### src/rtl/cdc_hs_pkg.sv
// cdc_hs_pkg: shared FSM state type and synchroniser depth for the req/ack CDC link
package cdc_hs_pkg;
  typedef enum logic [1:0] {HS_IDLE, HS_REQ, HS_REL} hs_state_t;
  localparam int SYNC_STAGES = 2;
endpackage

### src/rtl/double_flipflop.sv
// double_flipflop: SYNC_STAGES-deep synchroniser for one asynchronous bit
// Ports: clk, reset_n (async, active-low, clears to 0), d (async input), q (synchronised output)
module double_flipflop
  import cdc_hs_pkg::*;
(
  input  logic clk,
  input  logic reset_n,
  input  logic d,
  output logic q
);
  logic [SYNC_STAGES-1:0] sr;
  always_ff @(posedge clk or negedge reset_n)
    if (!reset_n) sr <= '0;
    else sr <= {sr[SYNC_STAGES-2:0], d};
  assign q = sr[SYNC_STAGES-1];
endmodule

### src/rtl/cdc_handshake_tx.sv
// cdc_handshake_tx: source-domain half of a 4-phase req/ack CDC link
// Ports: clk, reset_n (async, active-low); send_valid/send_data/send_ready accept a word;
//   req/xfer_data drive the destination; ack_async returns from it (unsynchronised);
//   done pulses once per completed handshake; timeout_err is a sticky abort flag.
// Optional feature: define CDC_TIMEOUT_EN to abort a REQ phase after TIMEOUT_CYCLES.
module cdc_handshake_tx
  import cdc_hs_pkg::*;
#(
  parameter int DATA_W = 32,
  parameter int TIMEOUT_CYCLES = 1024
) (
  input  logic              clk,
  input  logic              reset_n,
  input  logic              send_valid,
  input  logic [DATA_W-1:0] send_data,
  output logic              send_ready,
  output logic              req,
  output logic [DATA_W-1:0] xfer_data,
  input  logic              ack_async,
  output logic              done,
  output logic              timeout_err
);
  hs_state_t state_q, state_d;
  logic ack_s, req_d, done_d, to_hit;
  logic [DATA_W-1:0] data_d;
  double_flipflop u_sync (.clk(clk), .reset_n(reset_n), .d(ack_async), .q(ack_s));
  assign send_ready = state_q == HS_IDLE && !ack_s;
`ifdef CDC_TIMEOUT_EN
  localparam int CNT_W = $clog2(TIMEOUT_CYCLES + 1);
  logic [CNT_W-1:0] cnt_q;
  // cnt_q holds the number of REQ cycles already elapsed, so this is the last allowed one
  assign to_hit = cnt_q == CNT_W'(TIMEOUT_CYCLES - 1);
  always_ff @(posedge clk or negedge reset_n)
    if (!reset_n) cnt_q <= '0;
    else if (state_q != HS_REQ) cnt_q <= '0;
    else if (cnt_q != CNT_W'(TIMEOUT_CYCLES)) cnt_q <= cnt_q + 1'b1;
  always_ff @(posedge clk or negedge reset_n)
    if (!reset_n) timeout_err <= 1'b0;
    else if (state_q == HS_REQ && !ack_s && to_hit) timeout_err <= 1'b1;
`else
  logic unused_cfg;
  assign unused_cfg = ^TIMEOUT_CYCLES;
  assign to_hit = 1'b0;
  assign timeout_err = 1'b0;
`endif
  always_comb begin
    state_d = state_q;
    req_d = req;
    data_d = xfer_data;
    done_d = 1'b0;
    case (state_q)
      HS_IDLE: if (send_valid && send_ready) begin
        state_d = HS_REQ;
        req_d = 1'b1;
        data_d = send_data;
      end
      HS_REQ: if (ack_s || to_hit) begin
        state_d = HS_REL;
        req_d = 1'b0;
      end
      HS_REL: if (!ack_s) begin
        state_d = HS_IDLE;
        done_d = 1'b1;
      end
      default: begin
        state_d = HS_IDLE;
        req_d = 1'b0;
      end
    endcase
  end
  always_ff @(posedge clk or negedge reset_n)
    if (!reset_n) begin
      state_q <= HS_IDLE;
      req <= 1'b0;
      xfer_data <= '0;
      done <= 1'b0;
    end else begin
      state_q <= state_d;
      req <= req_d;
      xfer_data <= data_d;
      done <= done_d;
    end
endmodule
### config.mk
export PLATFORM = sky130hd
export DESIGN_NAME = cdc_handshake_tx
export DESIGN_NICKNAME = d
export VERILOG_FILES = /design/src/rtl/cdc_hs_pkg.sv /design/src/rtl/double_flipflop.sv /design/src/rtl/cdc_handshake_tx.sv
export SDC_FILE = /design/constraint.sdc
export NUM_CORES = 1
export LEC_CHECK = 0
export CAP_MARGIN = 20
export CORE_UTILIZATION = 42
export DETAILED_ROUTE_END_ITERATION = 12
export PLACE_DENSITY = 0.87
export REMOVE_ABC_BUFFERS = 1
export SLEW_MARGIN = 20
export SYNTH_ARGS = -nofsm -noshare
export SYNTH_HDL_FRONTEND = slang
export SYNTH_SLANG_ARGS = --single-unit
### constraint.sdc
create_clock -name clk -period 3.24 [get_ports clk]
set_clock_uncertainty 0.05 [all_clocks]
set_input_delay 0.324 -clock clk [delete_from_list [all_inputs] [get_ports clk]]
set_output_delay 0.324 -clock clk [all_outputs]
set_load 0.01 [all_outputs]
==> results.yml <==
status:
  status: "complete, no violations"
worst_setup_path:
  r2r_slack_ns: 1.49
  cp-end-kind: "primary output"
  worstPathRequired_ns: 2.87
  crit_chain: "nor3_1 -> clkdlybuf4s50_1"
  ff2ff_path_depth: 3
  crit_family: "buffers and inverters"
  crit-reg2reg-launch: "state_q[0]"
  crit_type: "reg -> out"
  worst-path-buf-inv: 1
  critical_path.startpoint_type: "flip-flop"
  slowest_delay_ns: 0.56
  critical_path.slowest_cell: "clkdlybuf4s50_1"
  path_depth: 2
  reg2reg_to: "xfer_data[11]"
  arrival_ns: 1.58
  critPathMaxFanout: 6
final_layout:
  nets: 194
  drive_above_1_share_pct: 24.8
  area_growth_syn_to_layout_pct: 53.6
  n_antenna_cell: 0
placement:
  gp_congestion: 0.627
  port-buffer-count: 70
  dp_hpwl_um: 2280
  post-place-ws_ns: 1.24
grt:
  grt.met1_usage_pct: 19.8
  first_global_vias: 984
  overflow: 0
  grt_first_pass_wirelength_um: 4690
  antenna_found_initial: 0
  grt_use_met3_pct: 7.46
  grt_max_degree: 39
  grt_most_used_layer: "met2"
  grtUsageTotal_pct: 18.2
  grt_use_met2_pct: 31.9
route:
  wirelength_um: 3060
  drcViolationCount: 0
  vias: 962
  ant_nets: 0
  vias_per_cell: 4.79
  detail_route.wl_per_cell_um: 15.2
  drt-initial-drc-count: 28
  dr.pass1.iters: 4
sta:
  fin_setup_tns_ns: 0
  fin_crit_ns: 1.95
  rsz0062_at_grt: "no"
  worstMarginPinSlew_ns: 0.812
  report.final.slew_viol_count: 0
  max_slew_margin_pct: 45.9
  final_hold_viol_count: 0
  fmax_ghz: 0.512
  finalSetupViolCount: 0
  worst_slack_ns: 1.29
  min_period_over_period_pct: 60.2
pwr:
  p_sw_uw: 376
  p_clk_share_pct: 16.4
  combPwrFrac_pct: 36.2
  ir_worst_vdd_mv: 0.325
  power_frac_seq_pct: 47.4
  switching_share_pct: 26.7
  p_leak_uw: 0.000909
  cell_internal_pwr_uw: 1030
  p_per_area_nw_per_um2: 640
cts:
  numCtsBuffers: 5
  ctsHoldBuffers: 0
  post_cts_buffers: 0
  clkLatencyLatePin_ns: 0.33
  clkSinkCount: 38
  clk_pin_slew_ns: 0.10
  cts_tree: "built"
  clockRootBuffer: "clkbuf_4"
  h-tree-depth: 2
  ctsResizeCount: 0
  cts_buffer_depth: 2
floorplanning:
  die_area_um2: 3650
  dieHeight_um: 60.4
  io_pins: 72
  initial_core_util_pct: 45.5
  fp.dieW_um: 60.4
  row_count: 20
  core-area_um2: 3150
yosys:
  yosys_warnings: 0
  synth-seq-cells: 38
  syn_area_um2: 1430
  ys_seq_area_share_pct: 66.3
  synth_cells: 84
  synth.distinct_cells: 15
  avgSynthCellArea_um2: 17.1
worst_hold_path:
  hold_path_class: "in -> async"
run:
  cap_violations: 0
-- routing by layer --
metal	up-vias	wire length [um]
met5	-	0
met3	4	276
li1	437	-
met4	0	24
met2	48	1620
met1	473	1140
-- power by group through the flow --
stage,combinational [uW],clock [uW],sequential [uW]
6_report,509,231,668
5_1_grt,542,266,685
4_1_cts,515,242,670
3_5_place_dp,513,0,679
3_3_place_gp,498,0,672
2_1_floorplan,131,0,728
-- area by class of cell --
| type | count | area, um2 |
|---|---|---|
| tap | 44 | 55.1 |
| timing repair buffer | 71 | 703 |
| multi-input combinational | 42 | 442 |
| sequential | 38 | 951 |
| fill | 255 | 951 |
| clock buffer | 6 | 51.3 |
-- placed cells by master (no fill, tap or decap), drive strengths merged --
cell and count:
mux2 32, nor2 1, nor2b 1, xor2 1, nor3b 1, a211o 1
o21a 1, dfrtp 38, nor4b 1, and2 1, nor3 1, conb 1
clkdlybuf4s50 69, clkbuf 6, buf 2
-- through the flow --
step | cells | util (%) | hold slack, ns | instance area [um2] | power (uW)
2_1_floorplan | 80 | - | -0.0216 | 1390 | 859
3_5_place_dp | 195 | 68.2 | 0.298 | 2150 | 1190
6_report | 201 | 69.8 | 0.0256 | 2200 | 1410
5_1_grt | 201 | 69.8 | 0.0687 | 2200 | 1490
3_3_place_gp | 195 | 68.2 | 0.283 | 2150 | 1170
4_1_cts | 201 | 69.8 | 0.0437 | 2200 | 1430
-- registers in the layout, summed over array words and instances (netlist names) --
name	flops
done	1
xfer_data	32
state_q	2
req	1
u_sync.sr	2
-- cells in the mapped netlist --
library cell / number / area, um2
a211o_1: 1 / 8.76
and2_1: 1 / 6.26
buf_4: 1 / 7.51
buf_6: 3 / 33.8
conb_1: 1 / 3.75
dfrtp_1: 38 / 951
mux2_1: 2 / 22.5
mux2_2: 30 / 338
nor2_1: 1 / 3.75
nor2b_1: 1 / 6.26
nor3_1: 1 / 5.00
nor3b_1: 1 / 7.51
nor4b_4: 1 / 23.8
o21a_1: 1 / 7.51
xor2_1: 1 / 8.76
-- kinds of logic after synthesis --
group           synth area share, %
buf+inv                        2.88
xor+xnor                      0.611
simple gates                   3.66
mux                            25.1
other cells                   0.262
flops                          66.3
compound gates                 1.13
-- worst max-delay path by stage --
stage / startpoint / to / slack [ns]
global placement: send_valid / xfer_data[25] / 1.30
global route: state_q[0] / send_ready / 1.19
finish: state_q[0] / send_ready / 1.29
floorplan: state_q[0] / xfer_data[0] / 0.99
detailed placement: send_valid / xfer_data[3] / 1.24
CTS: state_q[0] / send_ready / 1.28
-- worst reg2reg max path: cells and delay by family (launching register included) --
kind / cells / cell delay [ns]
flops: 1 / 0.48
mux: 1 / 0.41
buf+inv: 1 / 0.40
simple gates: 1 / 0.30
Power figures use the tool's default switching activity.
